[config.mk]
export PLATFORM = sky130hd
export DESIGN_NAME = axi4_write_fsm
export DESIGN_NICKNAME = d
export VERILOG_FILES = /design/src/rtl/axi4_write_fsm.sv
export SDC_FILE = /design/constraint.sdc
export NUM_CORES = 1
export LEC_CHECK = 0
export BUFFER_PORTS_ARGS = -buffer_cell sky130_fd_sc_hd__clkbuf_2
export CORE_ASPECT_RATIO = 1.5
export CORE_UTILIZATION = 62
export CTS_CLUSTER_DIAMETER = 200
export DETAILED_ROUTE_END_ITERATION = 8
export MAX_ROUTING_LAYER = met4
export PLACE_DENSITY_LB_ADDON = 0.05
export SLEW_MARGIN = 0
export SYNTH_ARGS = -nofsm -noshare
export SYNTH_HDL_FRONTEND = slang
export SYNTH_SLANG_ARGS = --single-unit
export TNS_END_PERCENT = 20
[constraint.sdc]
create_clock -name clk -period 3 [get_ports clk]
set_clock_uncertainty 0.2 [all_clocks]
set_input_delay 0.6 -clock clk [delete_from_list [all_inputs] [get_ports clk]]
set_output_delay 0.6 -clock clk [all_outputs]
set_load 0.05 [all_outputs]
[src/rtl/axi4_write_fsm.sv]
// axi4_write_fsm: AXI4 AW/W/B write responder into a word register file; ports: AW (awvalid/awready/awid/awaddr/awlen), W (wvalid/wready/wdata/wstrb/wlast), B (bvalid/bready/bid/bresp), debug read (dbg_addr/dbg_data)
module axi4_write_fsm #(
  parameter int DEPTH  = 16,
  parameter int ADDR_W = 4
) (
  input  logic              clk,
  input  logic              rst_n,
  input  logic              awvalid,
  output logic              awready,
  input  logic [3:0]        awid,
  input  logic [ADDR_W-1:0] awaddr,
  input  logic [3:0]        awlen,
  input  logic              wvalid,
  output logic              wready,
  input  logic [31:0]       wdata,
  input  logic [3:0]        wstrb,
  input  logic              wlast,
  output logic              bvalid,
  input  logic              bready,
  output logic [3:0]        bid,
  output logic [1:0]        bresp,
  input  logic [ADDR_W-1:0] dbg_addr,
  output logic [31:0]       dbg_data
);
  typedef enum logic [1:0] {IDLE, W_DATA, W_RESP} state_t;
  state_t state, state_nx;
  logic [3:0] id_q, len_q, cnt_q;
  logic [ADDR_W-1:0] addr_q;
  logic err_q, aw_hs, w_hs, last_beat;
  logic [31:0] mem [DEPTH];
  assign awready   = state == IDLE;
  assign wready    = state == W_DATA;
  assign bvalid    = state == W_RESP;
  assign bid       = id_q;
  assign bresp     = {bvalid & err_q, 1'b0};
  assign dbg_data  = mem[dbg_addr];
  assign aw_hs     = awvalid && awready;
  assign w_hs      = wvalid && wready;
  assign last_beat = cnt_q == len_q;
  always_ff @(posedge clk or negedge rst_n)
    if (!rst_n) state <= IDLE;
    else state <= state_nx;
  always_comb begin
    state_nx = state;
    state_nx = state == IDLE   ? (aw_hs ? W_DATA : IDLE) :
               state == W_DATA ? (w_hs && last_beat ? W_RESP : W_DATA) :
                                 (bready ? IDLE : W_RESP);
  end
  always_ff @(posedge clk or negedge rst_n)
    if (!rst_n) begin
      id_q   <= '0;
      len_q  <= '0;
      cnt_q  <= '0;
      addr_q <= '0;
      err_q  <= 1'b0;
      for (int i = 0; i < DEPTH; i++) mem[i] <= '0;
    end else if (aw_hs) begin
      id_q   <= awid;
      len_q  <= awlen;
      addr_q <= awaddr;
      cnt_q  <= '0;
      err_q  <= 1'b0;
    end else if (w_hs) begin
      for (int n = 0; n < 4; n++)
        if (wstrb[n]) mem[addr_q][8*n +: 8] <= wdata[8*n +: 8];
      // ADDR_W-bit increment wraps DEPTH-1 -> 0 since DEPTH is a power of two
      addr_q <= addr_q + 1'b1;
      cnt_q  <= cnt_q + 1'b1;
      err_q  <= err_q | (wlast != last_beat);
    end
endmodule

==> summary.md, run 1 <==
| Metric | Value |
|---|---|
| Largest net degree at the start of global routing | 80 |
| Slew @ Worst Pin | 610 ps |
| DRT Pass-1 Iters | 5 |
| Max clock buf depth | 3 |
| Vias in the first global route | 14884 |
| Status | finished clean |
| Synth Cell Area | 24700 um2 |
| Initial antenna violation count | 0 |
| Crit path kind | in -> out |
| Height of the chip | 247 um |
| Hold WS | 29.3 ps |
| DIE AREA | 40700 um2 |
| EDFF count, synth | 0 |
| Most common cell after layout, fill and taps aside | dfrtp_1 |
| CTS clk-pin slew, worst paths | 60 ps |
| Mapped Avg Cell Area | 16.1 um2 |
| Antenna Cells | 0 |
| DP HPWL | 34800 um |
| Flop2flop setup slack | 510 ps |
| Initial Util | 62.9% |
| Wirelength per Cell | 24.4 um |
| Top_reg_cell synth | dfrtp_1 |
| Power density cells | 895 nW/um2 |
| Nets | 1717 |
| Top cell type's share of synthesized area | 53.7% |
| Critical Path Sink Type | output port |
| Antenna Violating Nets Remaining | 0 |
| Die X | 165 um |
| Pleak | 13.7 nW |
| Hold_sp | awlen[2] |
| Slew HR | 59.0% |
| Yosys warnings | 0 |
| Setup crit start kind | primary input |
| Library cells used by synthesis | 45 |
| RSZ-0062 raised after global routing | no |
| Final Cycle Share | 98.8% |
| Core area | 39300 um2 |
| Clk sinks | 531 |
| Max Clk Rate | 337 MHz |
| Ratio of cells with drive above 1 in the final layout | 55.5% |
| Maxcap violations | 0 |
| Total CTS buffers | 49 |
| Via density | 6.26 |
| Critical R2R Launch | state[1]$_DFF_PN0_ |
| Final min period | 2960 ps |
| CTS H-Tree Depth | 2 |
| I/O pin cnt | 99 |
| R2r endpoint | mem[56]$_DFFE_PN0P_ |
| Worst hold path depth | 3 |
| CTS tree | done |
| Register area share after synthesis | 53.7% |
| Total GRT Usage | 28.7% |
| Worst hold path type | in -> reg |
| Critical Path AT | 2160 ps |
| GRT overflow | 0 |
| Vias post-DR | 13688 |
| Layout Utilization | 71.4% |
| Hold Vio Cnt, Final | 0 |
| Synth top area cells | dfrtp_1 (54%), mux2_2 (19%), mux4_2 (12%), mux2_4 (3.4%), nor2_8 (2.4%) |
| Residual DRC | 0 |
| Synth Instances | 1532 |
| Final Max Tran Viols | 0 |
| Top cell type by total area after synthesis | dfrtp_1 |
| Register area | 13300 um2 |
| CTS Root Cell | clkbuf_16 |
| Register bit total from synthesis | 531 |
| Hold endpoint | len_q[2]$_DFFE_PN0P_ |
| Most frequent cells in the layout | dfrtp_1 (531), mux2_2 (428), mux4_2 (128), clkbuf_2 (73), nand2_1 (65) |
| Global-route wire length before repair | 85600 um |
| 1st-iter DRT viols | 714 |
| Total Wirelength | 53500 um |
| Port Buf Inserts | 97 |
| Clk_lat worst skew | 560 ps |
| Share of synthesized registers carrying an async set or reset | 100% |
| Maximum vdd drop | 0.934 mV |
| Largest fanout on the critical path | 7 |
| Req. time, crit path | 2200 ps |
| P&R area growth vs syn | 13.5% |
| Fillers | 2610 |
| Row cnt | 89 |
| Routability Congestion | 0.790 |
| Finish-stage setup viols | 0 |
| Synth Net Count | 1595 |
| Reg2reg path depth | 5 |
| Area taken by multi-input logic gates | 11100 um2 |
-- final cells by class --
type | instances | share of cell area, %
sequential | 531 | 47.4
multi-input combinational | 904 | 39.4
timing repair buffer | 165 | 5.45
clock buffer | 79 | 5.24
tap | 500 | 2.23
clock inverter | 6 | 0.285
inverter | 3 | 0.0401
-- how the worst max path moves through the flow --
stage,start,endpoint,slack [ps],cells past startpoint
6_report,dbg_addr[0],dbg_data[6],40,7
5_1_grt,dbg_addr[0],dbg_data[13],9,7
4_1_cts,dbg_addr[0],dbg_data[0],-10,7
3_5_place_dp,dbg_addr[0],dbg_data[17],-60,7
3_3_place_gp,dbg_addr[0],dbg_data[14],-30,7
2_1_floorplan,dbg_addr[0],dbg_data[10],50,5
-- where the power goes --
| part | internal [mW] | switching, mW | leakage [nW] |
|---|---|---|---|
| registers | 10.0 | 1.53 | 7.04 |
| logic | 4.14 | 3.35 | 5.85 |
| clock network | 3.50 | 2.59 | 0.761 |
| total | 17.6 | 7.47 | 13.7 |
-- synth_stat cells, types with 3 or more instances --
cell,n
dfrtp_1,531
mux2_2,428
mux4_2,128
nand2_1,67
a22oi_1,65
clkbuf_1,64
mux2_4,56
nor2_8,30
mux2_1,28
nand2_2,20
buf_2,16
nor2_4,10
and2_1,8
nor2_1,8
nor2_2,8
xor2_1,7
buf_1,5
ha_1,5
buf_12,3
buf_4,3
buf_6,3
inv_1,3
nand2_4,3
nand3_1,3
o21ai_0,3
-- flip-flops by register name, summed over array words and instances, names as in the netlist --
name    count
cnt_q       4
bid         4
mem       512
addr_q      4
err_q       1
state       2
len_q       4
-- through the flow --
step | setup TNS (ps) | total power, mW | worst slack [ps] | std cells | instance area [um2]
floorplan | 0 | 17.1 | 54.0 | 1532 | 24700
global placement | -196 | 18.6 | -32.1 | 2090 | 26200
detailed placement | -282 | 19.0 | -58.9 | 2090 | 26200
CTS | -29.0 | 25.3 | -14.7 | 2177 | 27900
global route | 0 | 26.4 | 8.65 | 2188 | 28100
finish | 0 | 25.1 | 36.1 | 2188 | 28100
-- repair_timing --
action                                  4_1_cts  5_1_grt
setup buffers                                 0        8
hold buffers                                  2        0
pin swaps                                     0        1
endpoints found under the hold margin        39        0
endpoints found under the setup margin       15       31
gates cloned                                  0        3
gates resized for setup                      22       23
-- metal layers --
metal,wire [um],global-route usage [%],vias up
met2,27500,46.3,281
met1,22600,37.9,7387
met3,2300,4.51,88
li1,-,-,5932
met5,0,-,-
met4,1110,7.61,0
-- kinds of logic (layout without fill, tap and decap cells) --
family                   Yosys count  in the layout  synth area share, %
AND/OR/NAND/NOR                  174            174                 5.72
buffers and inverters             97            253                 1.89
AO/OA/AOI/OAI                     75             75                 2.23
flip-flops                       531            531                 53.7
multiplexers                     640            640                 35.8
other                              1              1               0.0152
XOR/XNOR                           9              9                0.319
adder cells (fa/ha/maj)            5              5                0.253
-- critical path: stages --
cell and delay (ps):
buf_12 140, buf_12 150, buf_12 110, mux4_2 480, a22oi_1 300, nand2_1 120
buf_2 230
Power figures use the tool's default switching activity.
==> run 2, diff against run 1 <==
--- a/config.mk
+++ b/config.mk
@@ -6,9 +6,12 @@
 export NUM_CORES = 1
 export LEC_CHECK = 0
 export BUFFER_PORTS_ARGS = -buffer_cell sky130_fd_sc_hd__clkbuf_2
+export CELL_PAD_IN_SITES_DETAIL_PLACEMENT = 1
+export CELL_PAD_IN_SITES_GLOBAL_PLACEMENT = 1
 export CORE_ASPECT_RATIO = 1.5
-export CORE_UTILIZATION = 62
+export CORE_UTILIZATION = 53
 export CTS_CLUSTER_DIAMETER = 200
+export CTS_CLUSTER_SIZE = 25
 export DETAILED_ROUTE_END_ITERATION = 8
 export MAX_ROUTING_LAYER = met4
 export PLACE_DENSITY_LB_ADDON = 0.05
==> run 2 against run 1 <==
Effect of this change:
- die area increased by 17%
- combinational power fell by 0.8%
- fmax up 0.22%
- critical path type unchanged
- via count is 1.6% lower
- final cell count up 1.3%
- sequential power barely moved
- highest routed layer unchanged
- count of clock-buffer cells in the layout down 54
- first-iteration DRC count unchanged
- sequential cell count stayed put
- critical path depth down 1
- largest cell class unchanged
- register-to-register slack about the same
- global-route usage fell by 1.9 points
==> summary.md, run 2 (synthesis gave the netlist of run 1 again) <==
| Metric | Value |
|---|---|
| Status | finished clean |
| Power density cells | 839 nW/um2 (-6.3%) |
| Final Cycle Share | 98.6% (-0.22 points) |
| Final Max Tran Viols | 0 (unchanged) |
| Global-route wire length before repair | 93400 um (+9.1%) |
| Via density | 6.08 (-2.9%) |
| Port Buf Inserts | 97 (unchanged) |
| Row cnt | 96 (+7.9%) |
| Critical Path AT | 2160 ps (about the same) |
| Tot Pwr | 22.7 mW (-9.5%) |
| Height of the chip | 267 um (+8.1%) |
| Crit path max-delay cell type | mux4_2 |
| 1st-iter DRT viols | 714 (unchanged) |
| Most frequent cells in the layout | dfrtp_1 (531), mux2_2 (428), mux4_2 (128), clkbuf_2 (85), nand2_1 (65) |
| Routability Congestion | 0.785 (-0.66%) |
| Largest net degree at the start of global routing | 89 (+11%) |
| Final instance area | 27100 um2 (-3.5%) |
| Antenna Violating Nets Remaining | 0 (unchanged) |
| Final min period | 2960 ps (-6.65 ps) |
| CTS tree | done |
| Core area | 45900 um2 (+17%) |
| GRT overflow | 0 (unchanged) |
| Cell Chain, Critical Path | buf_12 -> buf_12 -> mux4_2 -> a22oi_1 -> nand2_1 -> clkbuf_2 |
| Residual DRC | 0 (unchanged) |
| Worst hold path type | in -> reg |
| Maximum vdd drop | 0.537 mV (-43%) |
| Finish-stage setup viols | 0 (unchanged) |
| RSZ-0062 raised after global routing | yes |
| Req. time, crit path | 2200 ps (about the same) |
| Clk sinks | 531 (unchanged) |
| Post-place setup slack | -68.3 ps (-9.38 ps) |
| Hold Vio Cnt, Final | 0 (unchanged) |
| Largest fanout on the critical path | 11 (+4) |
| I/O pin cnt | 99 (unchanged) |
| DP HPWL | 38500 um (+10%) |
| Total Wirelength | 58000 um (+8.5%) |
| Worst Slack Setup Final | 42.8 ps (+6.65 ps) |
| Vias in the first global route | 15198 (+2.1%) |
| Layout Utilization | 59.0% (-12 points) |
| Largest stage delay, worst path | 500 ps (+20 ps) |
| CP top delay family | buffers and inverters |
| Initial Util | 53.9% (-9.0 points) |
| Total CTS buffers | 25 (-49%) |
| Die X | 178 um (+8.1%) |
| Worst Path Buf+Inv | 3 (-1) |
| Pleak | 13.1 nW (-3.7%) |
| DIE AREA | 47500 um2 (+17%) |
| Crit path kind | in -> out |
| Critical Path Sink Type | output port |
| Top reg by flops | mem |
| Clk_lat worst skew | 580 ps (+20 ps) |
| Most common cell after layout, fill and taps aside | dfrtp_1 |
| CTS Root Cell | clkbuf_16 |
| Vias post-DR | 13465 (-1.6%) |
| Slew @ Worst Pin | 598 ps (-12.0 ps) |
| Setup crit start kind | primary input |
| Maxcap violations | 0 (unchanged) |
| Max clock buf depth | 3 (unchanged) |
| Max Clk Rate | 338 MHz (+0.22%) |
| P&R area growth vs syn | 9.52% |
| Ratio of cells with drive above 1 in the final layout | 54.1% (-1.5 points) |
| Initial antenna violation count | 2 (+2) |
| CTS clk-pin slew, worst paths | 100 ps (+40 ps) |
| Final TNS setup | 0 ps (unchanged) |
| Nets | 1690 (-1.6%) |
| Total GRT Usage | 26.7% (-1.9 points) |
| Largest register FFs | 512 (unchanged) |
| CTS H-Tree Depth | 1 (-1) |
| Crit-path most repeated cell | buf_12 |
| Wirelength per Cell | 26.2 um (+7.1%) |
| DRT Pass-1 Iters | 4 (-1) |
| Slew HR | 60.1% (+1.2 points) |
| Area after DPL | 26200 um2 (+0.10%) |
-- run 2: cell count changes in the layout (fill, tap and decap cells not counted), moves of 7 or more --
| cell | before | now |
|---|---|---|
| a22oi_1 | 54 | 61 |
| a22oi_2 | 11 | 4 |
| buf_4 | 37 | 29 |
| clkbuf_1 | 17 | 0 |
| clkbuf_16 | 52 | 26 |
| clkbuf_2 | 73 | 85 |
| clkbuf_4 | 11 | 3 |
| clkbuf_8 | 14 | 0 |
| dlygate4sd3_1 | 2 | 9 |
-- run 2: repair_timing --
item	4_1_cts	5_1_grt
hold endpoints to repair	56	0
cloned	0	1
resized for setup	8	11
pin swaps	0	1
hold buffers	9	0
setup endpoints to repair	8	26
setup buffers	0	3
-- run 2: report_power, final --
| part | leakage (nW) | switching [mW] | internal [mW] |
|---|---|---|---|
| combinational | 5.78 | 3.39 | 4.05 |
| clock | 0.318 | 2.24 | 1.52 |
| sequential | 7.04 | 1.54 | 9.98 |
| total | 13.1 | 7.17 | 15.5 |
-- run 2: layout make-up --
class                           count  area [um2]
Antenna cell                        2        5.00
Clock buffer                       25         626
Clock inverter                      1        20.0
Fill cell                        4154       18800
Inverter                            3        11.3
Multi-Input combinational cell    904       11000
Sequential cell                   531       13300
Tap cell                          588         736
Timing Repair Buffer              162        1370
-- run 2: stage by stage --
stage,hold slack (ps),cells
2_1_floorplan,104,1532
3_3_place_gp,260,2175
3_5_place_dp,271,2175
4_1_cts,5.59,2210
5_1_grt,31.2,2216
6_report,26.8,2216
-- run 2: worst min-delay path: stages --
cell	delay, ps
clkbuf_2	70
nand2_1	40
o21ai_0	60
-- run 2: final timing paths --
| check | startpoint | end | slack [ps] | cells after the start |
|---|---|---|---|---|
| setup / recovery | dbg_addr[0] | dbg_data[22] | 40 | 6 |
| hold / removal | awaddr[3] | addr_q[3]$_DFFE_PN0P_ | 30 | 3 |
| setup reg to reg | state[1]$_DFF_PN0_ | mem[48]$_DFFE_PN0P_ | 500 | 5 |
| hold reg to reg | mem[318]$_DFFE_PN0P_ | mem[318]$_DFFE_PN0P_ | 290 | 1 |
| max in group asynchronous | rst_n | mem[334]$_DFFE_PN0P_ | 1370 | 3 |
| min in group asynchronous | rst_n | mem[506]$_DFFE_PN0P_ | 350 | 2 |
-- run 2: routing by layer --
layer	global-route usage, %	wire, um	vias up	share of wire [%]
li1	-	-	5834	-
met1	37.2	25700	7365	44
met5	-	0	-	0
met4	4.35	750	0	1.3
met2	43.5	29600	211	51
met3	2.61	1940	55	3.3
